### config.mk
export PLATFORM = sky130hd
export DESIGN_NAME = mac_seq_ctrl
export DESIGN_NICKNAME = d
export VERILOG_FILES = /design/src/rtl/mac_pkg.sv /design/src/rtl/mac_seq_ctrl.sv
export SDC_FILE = /design/constraint.sdc
export NUM_CORES = 1
export LEC_CHECK = 0
export CAP_MARGIN = 20
export CORE_UTILIZATION = 44
export CTS_CLUSTER_SIZE = 14
export DETAILED_ROUTE_END_ITERATION = 6
export HOLD_SLACK_MARGIN = 0.15
export PLACE_DENSITY = 0.78
export SKIP_LAST_GASP = 1
export SLEW_MARGIN = 20
export SYNTH_ARGS = -nofsm -noshare
export SYNTH_HDL_FRONTEND = slang
export SYNTH_SLANG_ARGS = --single-unit
### constraint.sdc
create_clock -name clk -period 1.66 [get_ports clk]
set_input_delay 0.166 -clock clk [delete_from_list [all_inputs] [get_ports clk]]
set_output_delay 0.166 -clock clk [all_outputs]
set_load 0.01 [all_outputs]
### src/rtl/mac_pkg.sv
// Shared types and default widths for the MAC datapath and its sequencer.
package mac_pkg;

  localparam int IWIDTH = 4;
  localparam int SWIDTH = 10;
  localparam int CWIDTH = 4;

  typedef enum logic [2:0] {
    IDLE  = 3'd0,
    CLR   = 3'd1,
    RUN   = 3'd2,
    DRAIN = 3'd3,
    CAPT  = 3'd4,
    RESP  = 3'd5
  } state_t;

endpackage

### src/rtl/mac_seq_ctrl.sv
// Job sequencer for one accumulate-only MAC: clear, stream pairs, capture sum, return result.
// Optional wrap flag res_ovf enabled by defining MAC_SEQ_OVF_EN.
//
//  state | meaning
//  IDLE  | waiting for the first pair of a job, MAC released
//  CLR   | MAC held in reset for one cycle
//  RUN   | accepting one pair per cycle
//  DRAIN | MAC absorbs the final pair
//  CAPT  | sample MAC sum into result registers
//  RESP  | result presented until accepted
module mac_seq_ctrl
  import mac_pkg::*;
#(
  parameter int iwidth  = IWIDTH,
  parameter int swidth  = SWIDTH,
  parameter int cwidth  = CWIDTH,
  parameter int max_len = 8
) (
  input  logic              clk,
  input  logic              rst,
  input  logic              in_valid,
  output logic              in_ready,
  input  logic [iwidth-1:0] in_a,
  input  logic [iwidth-1:0] in_b,
  input  logic              in_last,
  output logic              mac_rstn_o,
  output logic [iwidth-1:0] mac_a_o,
  output logic [iwidth-1:0] mac_b_o,
  input  logic [swidth-1:0] mac_sum_i,
  output logic              res_valid,
  input  logic              res_ready,
  output logic [swidth-1:0] res_data,
  output logic [cwidth-1:0] res_count
`ifdef MAC_SEQ_OVF_EN
  ,
  output logic              res_ovf
`endif
);

  localparam logic [cwidth-1:0] max_len_c = cwidth'(max_len);

  state_t            state;
  logic [cwidth-1:0] count;
  logic [cwidth-1:0] count_nx;
  logic              in_xfer;
  logic              job_end;

  assign in_xfer  = in_valid & in_ready;
  assign count_nx = count + 1'b1;
  assign job_end  = in_last | (count_nx == max_len_c);

  always_ff @(posedge clk or posedge rst) begin
    if (rst) begin
      state      <= IDLE;
      mac_rstn_o <= 1'b0;
      mac_a_o    <= '0;
      mac_b_o    <= '0;
      in_ready   <= 1'b0;
      res_valid  <= 1'b0;
      res_data   <= '0;
      res_count  <= '0;
      count      <= '0;
    end else begin
      // Operands default to zero so the MAC adds +0 whenever no pair is taken.
      mac_a_o <= '0;
      mac_b_o <= '0;
      case (state)
        IDLE: begin
          mac_rstn_o <= 1'b1;
          if (in_valid) begin
            mac_rstn_o <= 1'b0;
            count      <= '0;
            state      <= CLR;
          end
        end
        CLR: begin
          mac_rstn_o <= 1'b1;
          in_ready   <= 1'b1;
          state      <= RUN;
        end
        RUN: begin
          if (in_xfer) begin
            mac_a_o <= in_a;
            mac_b_o <= in_b;
            count   <= count_nx;
            if (job_end) begin
              in_ready <= 1'b0;
              state    <= DRAIN;
            end
          end
        end
        DRAIN: state <= CAPT;
        CAPT: begin
          res_data  <= mac_sum_i;
          res_count <= count;
          res_valid <= 1'b1;
          state     <= RESP;
        end
        RESP: begin
          if (res_ready) begin
            res_valid <= 1'b0;
            state     <= IDLE;
          end
        end
        default: begin
          in_ready <= 1'b0;
          state    <= IDLE;
        end
      endcase
    end
  end

`ifdef MAC_SEQ_OVF_EN
  // A product is always below 2^swidth, so a drop in the sum after a nonzero product means wrap.
  logic [swidth-1:0] sum_q;
  logic              nz_q;
  logic              ovf_q;
  logic              wrap;

  assign wrap = nz_q & (mac_sum_i < sum_q);

  always_ff @(posedge clk or posedge rst) begin
    if (rst) begin
      sum_q   <= '0;
      nz_q    <= 1'b0;
      ovf_q   <= 1'b0;
      res_ovf <= 1'b0;
    end else begin
      sum_q <= mac_sum_i;
      nz_q  <= (mac_a_o != '0) && (mac_b_o != '0);
      if (state == CLR)
        ovf_q <= 1'b0;
      else if (wrap)
        ovf_q <= 1'b1;
      if (state == CAPT)
        res_ovf <= ovf_q | wrap;
    end
  end
`endif

endmodule

==> results.md, run 1 <==
* Status: finished, violations left
* Failing checks: DRC
* Vias/cell at 5.17
* Cts bufs inserted at 5
* GP Congestion at 0.730
* R2R cell count at 4
* Unrepaired setup endpoints after global routing: no
* Reg clk slew, reported paths at 0.09 ns
* H-tree levels at 2
* WP buf/inv at 1
* Worst r2r src: state[0]
* Vias in the first global route at 1049
* # rows at 19
* Fill cells at 210
* Register area share after synthesis at 58.0%
* Crit Path Class: reg2out
* DR top layer: met4
* R2R setup slack at 0.20 ns
* Detail Placement HPWL at 2180 microns
* GRT Overall Usage at 20.5%
* Fin crit share at 90.1%
* Most frequent cells in the layout: clkdlybuf4s50_1, dfrtp_1, mux2_4
* Final Hold Viols at 0
* Worst path depth at 1
* TritonCTS clock tree: yes
* CP max FO at 6
* Synth cell types at 34
* Initial antenna violation count at 0
* Leakage power at 0.870 nW
* Final setup fails at 0
* Dpl cells at 181
* Number of diodes at 0
* Pre-CTS setup slack at 0.0486 ns
* Power Total at 3.02 mW
* Post-Synthesis Cells at 101
* Critical Path Slowest Stage Cell: clkdlybuf4s50_1
* Worst slew margin at 74.9%
* Worst vdd ir at 0.906 mV
* Data arrival, critical path at 1.33 ns
* Syn-to-layout area delta at 42.4%
* Final Core Density at 68.9%
* Clock latency on the worst-skew pair at 0.33 ns
* Core box area at 2850 sq um
* Multi-input gate area at 528 sq um
* Fin Setup TNS at 0 ns
* Met3 Wirelength at 173 microns
* Met1 wire length at 1140 microns
* Starting density of the core at 48.4%
* WHS Path Cells at 2
* Leading cell type in the layout, fill and taps excluded: clkdlybuf4s50_1
* Crit path to: in_ready
* Clk sinks at 32
* Critical R2R Capture: count[2]
* Met2 WL at 1520 microns
* Drt wl/cell at 15.2 microns
* Hold Path Class: in2reg
* Layout cells sized above 1 at 20.8%
* Cell Area, Synth at 1380 sq um
* # Max-Cap Violations at 0
* Startpoint types: register
* Register bit total from synthesis at 32
* Post-layout nets at 182
* GR Overflow Total at 0
* Residual DRC count at 4
* Iteration-0 DRC count of the detailed router at 29
* Worst-path cell chain: clkdlybuf4s50_1
* Yosys warns at 0
* Worst Hold Margin at 0.375 ns
* Clock root buffer: clkbuf_4
* Largest net degree at the start of global routing at 16
* Critical Path RT at 1.49 ns
* Hold-fix buffers, CTS at 1
* Post-route design area at 1970 sq um
* Crit end category: output pin
* Pwr/cell area at 1540 nW/um^2
* Pre-Repair DR Iteration Count at 6
* Least-Margin Pin Slew at 0.376 ns
* Crit path max-delay family: buffers and inverters
* Layout Cells excl Fill at 190
* Syn Nets at 125
* Crit-path max cell delay at 0.57 ns
* Die footprint at 3370 sq um
* Post-Route Skew at 0.00584 ns
* Worst setup startpoint: in_ready
* Worst Setup Slack, final at 0.165 ns
* Setup Fix Bufs, Post-CTS at 0
* Post-DP Area at 1900 sq um
* Final worst path period need at 1.50 ns
* Ports at 48
* Detailed Route WL at 2890 microns
* Via Count at 982
* Port bufs at 47
* Mean Syn Cell Area at 13.7 sq um
* Die span in y at 58.0 microns
* Max-slew violations at 0
* Fmax at 669 MHz
* ANT nets after route at 0
* Post-cts resize count at 0
* FF+latch area at 801 sq um
* First-pass GRT wire length at 4890 microns
* Clock Tree Buf Depth at 2
* Die X at 58.0 microns
worst min-delay path by stage:
| stage | endpoint | slack (ns) | startpoint |
|---|---|---|---|
| floorplan | count[0] | 0.28 | rst |
| global placement | mac_a_o[3] | 0.44 | rst |
| detailed placement | mac_a_o[3] | 0.46 | rst |
| CTS | mac_b_o[2] | 0.35 | in_b[2] |
| global route | mac_b_o[0] | 0.36 | in_b[0] |
| finish | mac_b_o[2] | 0.37 | in_b[2] |
per-layer routing:
metal	vias up	track usage, %
li1	467	-
met1	476	23.0
met2	32	34.2
met3	7	7.81
met4	0	10.2
met5	-	0
Yosys cell counts (all sizes together):
cell | count | area, sq um
a21o | 1 | 8.76
a21oi | 6 | 30.0
a22o | 2 | 17.5
a31o | 1 | 8.76
a31oi | 1 | 6.26
and2 | 8 | 50.1
and2b | 1 | 8.76
and4b | 1 | 10.0
and4bb | 1 | 12.5
buf | 4 | 41.3
clkbuf | 1 | 3.75
dfrtp | 32 | 801
ha | 1 | 12.5
inv | 2 | 7.51
mux2 | 15 | 203
mux2i | 1 | 10.0
nand2 | 3 | 11.3
nand2b | 1 | 6.26
nand3 | 2 | 10.0
nand3b | 2 | 15.0
nand4 | 1 | 6.26
nor2 | 4 | 15.0
nor3 | 1 | 5.00
nor3b | 1 | 18.8
nor4b | 1 | 8.76
o21a | 1 | 7.51
o21ai | 1 | 5.00
o21bai | 1 | 7.51
or2b | 1 | 7.51
xnor2 | 2 | 17.5
xor2 | 1 | 8.76
layout make-up:
cell class                 instances  share of cell area [%]
clock buffer                       8                    2.99
inverter                           2                   0.382
multi-input combinational         62                    26.8
sequential                        32                    40.7
tap                               31                    1.97
timing repair buffer              55                    27.1
cell families after synthesis:
kind of cell / Yosys count / share of synthesized area [%]
xor gates and xnor gates: 3 / 1.90
DFF: 32 / 58.0
muxes: 16 / 15.4
and+or+nand+nor: 28 / 13.4
buffers and inverters: 7 / 3.80
AOI/OAI and AO/OA: 14 / 6.61
adders and majority gates: 1 / 0.906
registers in the layout (all words and copies together), names as in the netlist:
signal	cells
mac_a_o	4
mac_rstn_o	1
in_ready	1
res_count	4
state	3
res_data	10
count	4
res_valid	1
mac_b_o	4
report_power, final:
group | internal, mW | switching [mW]
Sequential | 1.02 | 0.168
Combinational | 0.843 | 0.528
Clock | 0.209 | 0.254
No activity file was read; power rests on OpenSTA's default activity.
==> run 2, diff against run 1 <==
- MAX_ROUTING_LAYER: default -> met4
==> results of run 2 <==
The final DEF is identical to that of run 1; final timing and power are the same.
Among the figures that moved: final weighted congestion in routability-driven placement 0.730 -> 0.738; overall routing resource usage 20.5% -> 21.1%
